--- src/rtl/mmreq_bus_sequencer.sv ---
// mmreq_bus_sequencer: mmreq/mmresp stream pair to single-master register bus.
// Optional MMREQ_WRITE_ACK_EN: writes also push a completion word.
module mmreq_bus_sequencer #(
  parameter int          ADDR_W       = 20,
  parameter int          TIMEOUT_CYC  = 1024,
  parameter logic [31:0] TIMEOUT_WORD = 32'hDEADDEAD
) (
  input  logic              bus_clk,
  input  logic              bus_rst,
  input  logic [31:0]       req_data,
  input  logic              req_empty,
  input  logic              req_open,
  output logic              req_rden,
  output logic [31:0]       resp_data,
  input  logic              resp_full,
  output logic              resp_wren,
  output logic [ADDR_W-1:0] reg_addr,
  output logic [31:0]       reg_wdata,
  output logic              reg_wr,
  output logic              reg_rd,
  input  logic [31:0]       reg_rdata,
  input  logic              reg_ack,
  output logic              busy,
  output logic [15:0]       timeout_cnt
);

  localparam int CW = $clog2(TIMEOUT_CYC + 1);
  localparam logic [CW-1:0] TO_LAST = CW'(TIMEOUT_CYC - 1);

  typedef enum logic [2:0] {
    S_IDLE,
    S_GET_DATA,
    S_STROBE,
    S_WAIT,
    S_RESP_CHK,
    S_RESP
  } state_t;

  state_t        state_q;
  state_t        state_d;
  logic          is_wr;
  logic [CW-1:0] wait_cnt;
  logic          to_hit;
  logic          unused_bits;

  // Command bits between WR and the address field carry no meaning.
  assign unused_bits = ^req_data[30:ADDR_W];

  assign busy   = (state_q != S_IDLE);
  assign to_hit = (wait_cnt == TO_LAST);

  // State register.
  always_ff @(posedge bus_clk) begin
    if (bus_rst) state_q <= S_IDLE;
    else         state_q <= state_d;
  end

  // Next-state and one-cycle strobes; all strobes forced low in reset.
  always_comb begin
    state_d   = state_q;
    req_rden  = 1'b0;
    resp_wren = 1'b0;
    reg_wr    = 1'b0;
    reg_rd    = 1'b0;
    unique case (state_q)
      S_IDLE: begin
        if (!req_empty && req_open) begin
          req_rden = 1'b1;
          state_d  = req_data[31] ? S_GET_DATA : S_STROBE;
        end
      end
      S_GET_DATA: begin
        if (!req_open) begin
          state_d = S_IDLE;
        end else if (!req_empty) begin
          req_rden = 1'b1;
          state_d  = S_STROBE;
        end
      end
      S_STROBE: begin
        reg_wr  = is_wr;
        reg_rd  = !is_wr;
        state_d = S_WAIT;
      end
      S_WAIT: begin
        if (reg_ack || to_hit) state_d = S_RESP_CHK;
      end
      S_RESP_CHK: begin
`ifdef MMREQ_WRITE_ACK_EN
        state_d = S_RESP;
`else
        state_d = is_wr ? S_IDLE : S_RESP;
`endif
      end
      S_RESP: begin
        if (!resp_full) begin
          resp_wren = 1'b1;
          state_d   = S_IDLE;
        end
      end
      default: state_d = S_IDLE;
    endcase
    if (bus_rst) begin
      req_rden  = 1'b0;
      resp_wren = 1'b0;
      reg_wr    = 1'b0;
      reg_rd    = 1'b0;
    end
  end

  // Command/data latches, wait counter, response word and timeout tally.
  always_ff @(posedge bus_clk) begin
    if (bus_rst) begin
      is_wr       <= 1'b0;
      reg_addr    <= '0;
      reg_wdata   <= '0;
      resp_data   <= '0;
      timeout_cnt <= '0;
      wait_cnt    <= '0;
    end else begin
      if (state_q == S_IDLE && req_rden) begin
        reg_addr <= req_data[ADDR_W-1:0];
        is_wr    <= req_data[31];
      end
      if (state_q == S_GET_DATA && req_rden)
        reg_wdata <= req_data;
      if (state_q == S_STROBE)
        wait_cnt <= '0;
      if (state_q == S_WAIT) begin
        if (reg_ack) begin
          resp_data <= is_wr ? 32'h0 : reg_rdata;
        end else if (to_hit) begin
          resp_data <= TIMEOUT_WORD;
          if (timeout_cnt != 16'hFFFF)
            timeout_cnt <= timeout_cnt + 16'd1;
        end else begin
          wait_cnt <= wait_cnt + CW'(1);
        end
      end
    end
  end

endmodule

--- config.mk ---
export PLATFORM = sky130hd
export DESIGN_NAME = mmreq_bus_sequencer
export DESIGN_NICKNAME = d
export VERILOG_FILES = /design/src/rtl/mmreq_bus_sequencer.sv
export SDC_FILE = /design/constraint.sdc
export NUM_CORES = 1
export LEC_CHECK = 0
export BUFFER_PORTS_ARGS = -buffer_cell sky130_fd_sc_hd__buf_4
export CORE_MARGIN = 2
export CORE_UTILIZATION = 40
export CTS_CLUSTER_SIZE = 24
export DETAILED_ROUTE_END_ITERATION = 10
export PLACE_DENSITY_LB_ADDON = 0.08
export SYNTH_ARGS = -nofsm -noshare
export SYNTH_HDL_FRONTEND = slang
export SYNTH_SLANG_ARGS = --single-unit
--- constraint.sdc ---
create_clock -name bus_clk -period 5 [get_ports bus_clk]
set_input_delay 1 -clock bus_clk [delete_from_list [all_inputs] [get_ports bus_clk]]
set_output_delay 1 -clock bus_clk [all_outputs]
set_load 0.005 [all_outputs]
## After elaboration in Yosys (flattened, before gate mapping)

Index checks and enable logic that the tools add are counted.
W data, S select, Z words.

| storage, ports and cells | value |
|---|---|
| input port bits | 70 |
| register bits after elaboration | 115 |
| output and inout bits | 105 |

| cells by class | value |
|---|---|
| equal/unequal tests | 11 |
| bitwise operators | 1 |
| mux-type cells | 27 |
| reduce and logical (&&, ||, !) cells | 12 |
| add/subtract/negate cells | 2 |

Operator list:

| kind | count |
|---|---|
| $mux W32 | 3 |
| $mux W11 | 4 |
| $mux W3 | 6 |
| $pmux W3 S6 | 1 |
| $add A16 B1 Y16 const B | 1 |
| $ne A16 B16 Y1 const B | 1 |
| $add A11 B1 Y11 const B | 1 |
| $eq A11 B10 Y1 const B | 1 |
| $mux W1 | 11 |
| $reduce_and A4 Y1 | 2 |
| $eq A3 B2 Y1 const B | 2 |
| $eq A3 B3 Y1 const B | 2 |
| $ne A2 B2 Y1 const B | 3 |
| $eq A3 B1 Y1 const B | 1 |
| $logic_and A1 B1 Y1 | 3 |
| $logic_not A3 Y1 | 1 |
| $ne A3 B3 Y1 const B | 1 |
| $reduce_bool A3 Y1 | 1 |
| $logic_not A1 Y1 | 2 |
| $mux W2 | 1 |
| $pmux W1 S2 | 1 |
| $reduce_and A2 Y1 | 1 |
| $reduce_bool A2 Y1 | 1 |
| $logic_or A1 B1 Y1 | 1 |
| $not A1 Y1 | 1 |

## Logic depth before layout (Yosys ltp)

| logic depth | value |
|---|---|
| word-level depth | 6 |
| mapped depth | 7 |
| mapped depth without buffers | 6 |

## Worst setup path before layout

Ideal clock, no wire load.

| timing | value |
|---|---|
| path kind | input-to-output |
| from | in bus_rst |
| to | out resp_wren |
| arrival | 1.648 ns |
| cell stages on the path | 3 |
| path slack | 2.352 ns |
| path buffers | 2 |
| data required time | 4.000 ns |
| cells stage by stage | clkbuf_1 > clkbuf_1 > nor4_1 |

| on the way | value |
|---|---|
| word-level cells in the longest chain between the ends | 1 |

RTL lines:

| item | RTL line | text |
|---|---|---|
| start, declared | 9 | `input logic bus_rst,` |
| $mux W1 | 103 | `if (bus_rst) begin` |
| end, declared | 16 | `output logic resp_wren,` |

No other way between the ends.

## Worst setup path in the final report

Same ends and word-level chain as after synthesis.

==> flow_metrics.py <==
metrics = {
    "outcome": {
        "outcome": "completed",
    },
    "synth": {
        "syn_avg_cell_area_um2": 8.338,
        "synth_common_cells": "nand2_1, dfxtp_1, a21oi_1",
        "ys_types": 48,
        "synth_cells": 557,
        "synth_nets": 629,
        "synth_area_um2": 4644,
        "synth_warnings": 0,
        "ys.flop_type": "dfxtp_1",
        "synth_area_leaders": "dfxtp_1, nand2_1, a21oi_1, nor2_1, a211oi_1",
        "synth_top_area_cell": "dfxtp_1",
        "ys_ff_latch": 115,
        "synth-edff-count": 0,
        "seq_area_frac_synth": 0.4957,
        "synth.most_common_cell": "nand2_1",
        "async_flop_share": 0,
        "netlist.area_leader.share": 0.4957,
    },
    "power": {
        "switching_power_mw": 0.4913,
        "leakage_nw": 2.739,
        "clkPwrFrac": 0.539,
        "switching_share": 0.2073,
        "combPwrFrac": 0.061,
        "power_frac_seq": 0.400,
        "peakVddDrop_uv": 222.4,
        "internal-power_mw": 1.878,
        "power_density_nw_per_um2": 358.7,
    },
    "clock_tree": {
        "cts_setup_buffers": 0,
        "post_cts_resized": 0,
        "hold_buffers": 0,
        "cts_sinks": 115,
        "root_buffer": "clkbuf_16",
        "ctsLongestPathBuffers": 2,
        "clkLatencyLatePin_ps": 410,
        "cts_max_level": 4,
        "clk_pin_slew_ps": 50,
        "tritoncts": "done",
        "cts_buffers": 17,
    },
    "worst_setup_path": {
        "reg2reg_slack_ps": 2410,
        "criticalPathCategory": "input port to primary output",
        "startpoint_type": "input port",
        "timing.rr.start": "wait_cnt[0]",
        "arrival_ps": 2390,
        "cp-end-kind": "primary output",
        "rr_endpoint": "resp_data[29]",
        "r2r_cells": 6,
        "crit_path_max_fanout": 87,
        "required_ps": 4000,
    },
    "timing": {
        "finalHoldViolCount": 0,
        "finalWorstSetupSlack_ps": 1606,
        "fmax_mhz": 294.7,
        "fin_crit_sh": 0.6787,
        "rsz0062_at_grt": "false",
        "fin_tns_setup_ps": 0,
        "finalCriticalPeriod_ps": 3394,
        "finClkSkew_ps": 5.699,
        "slew_violations": 0,
        "finalSetupViolations": 0,
        "slew_headroom": 0.1690,
        "worst_slew_pin_slew_ps": 1247,
    },
    "final_layout": {
        "multi_input_area_um2": 2166,
        "n_fill_cell": 1055,
        "ff_latch_area_um2": 2302,
        "final_nets": 785,
        "drive_gt1_frac": 0.3003,
        "n_antenna_cell": 0,
        "post-route-util": 0.5809,
        "area_growth_pct": 42.21,
    },
    "detailed_routing": {
        "ant_nets": 0,
        "drt_wl_total_mm": 12.60,
        "avgRoutedWirePerCell_um": 14.50,
        "vias_per_cell": 5.120,
        "drtIter0Drc": 359,
        "route.vias.total": 4449,
        "drc": 0,
        "first_pass_iters": 4,
    },
    "grt": {
        "grt_overflow": 0,
        "grt_pass1_wl_mm": 20.69,
        "antenna_found_initial": 0,
        "grt_pass1_vias": 4090,
        "grt_usage": 0.2038,
        "grt_max_degree": 88,
    },
    "hold_path": {
        "holdPathStages": 2,
        "min-delay-start": "reg_wdata[5]",
        "hold_path_end": "reg_wdata[5]",
        "min_path_type": "register to register",
    },
    "floorplanning": {
        "dieArea_um2": 12490,
        "die_h_um": 111.8,
        "start_util": 0.4085,
        "core_area_um2": 11370,
        "ios": 175,
        "placementRows": 39,
        "die_x_um": 111.8,
    },
    "placement": {
        "io_buffers": 174,
        "gp_congestion": 0.8044,
        "hpwl_mm": 8.474,
        "pre_cts_slack_ps": 1558,
    },
    "job": {
        "drv_cap": 0,
    },
}
metal layers:
layer	vias up	track usage	share of wire
met5	-	0	0
met2	150	0.3026	0.45
met1	2055	0.2704	0.46
met3	9	0.07512	0.087
li1	2235	-	-
met4	0	0.07901	0.0079
cell type report:
cell class	count	area share
Sequential cell	115	0.3486
Inverter	2	0.001137
Multi-Input combinational cell	401	0.3279
Timing Repair Buffer	176	0.2000
Clock inverter	9	0.02292
Tap cell	143	0.02709
Clock buffer	23	0.07236
critical path: stages:
cell	delay (ps)
buf_4	270
buf_4	770
nor4_1	140
buf_4	190
worst max-delay path by stage:
stage | startpoint | to | slack, ps | cells past startpoint
finish | bus_rst | resp_wren | 1610 | 4
global route | bus_rst | resp_wren | 1510 | 4
CTS | bus_rst | resp_wren | 1630 | 4
detailed placement | req_empty | reg_wdata[8] | 1560 | 6
global placement | bus_rst | resp_wren | 1660 | 4
floorplan | bus_rst | resp_wren | 2350 | 3
state kept, by name, indices dropped and copies added, names as in the netlist:
signal and flops:
wait_cnt 11, is_wr 1, state_q 3, resp_data 32, reg_addr 20, timeout_cnt 16, reg_wdata 32
cells in the final DEF (no fill, tap or decap), drive strengths merged, types with 6 or more instances in the layout:
cell / instances
nand3: 9
or3: 6
nor3: 9
a21oi: 67
nand2b: 24
nand2: 120
o21ai: 12
nand4: 8
a211oi: 23
xor2: 10
clkbuf: 23
dfxtp: 115
nor2: 51
buf: 176
a22o: 10
power by group through the flow:
stage | clock, mW | combinational, mW | sequential, mW
after floorplan | 0 | 0.0668 | 0.960
after global placement | 0 | 0.143 | 0.965
after detailed placement | 0 | 0.145 | 0.966
after CTS | 1.30 | 0.146 | 0.947
after global routing | 1.34 | 0.161 | 0.949
final | 1.28 | 0.144 | 0.947
logic make-up after synthesis:
family                     count (synthesis)  synth area share
muxes                                      4          0.009159
xor gates and xnor gates                  10           0.01886
adders and majority gates                  2          0.005387
buffers and inverters                     41           0.03799
and+or+nand+nor                          255            0.2621
DFF                                      115            0.4957
AOI/OAI and AO/OA                        130            0.1708
metrics by stage:
stage / power [mW] / cell area, um^2 / instances / hold slack, ps
final: 2.369 / 6605 / 869 / 452.1
after global placement: 1.109 / 5976 / 837 / 443.4
after CTS: 2.394 / 6605 / 869 / 453.9
after detailed placement: 1.110 / 5976 / 837 / 446.6
after global routing: 2.449 / 6605 / 869 / 469.4
after floorplan: 1.027 / 4644 / 557 / 452.7
Power figures use the tool's default switching activity.
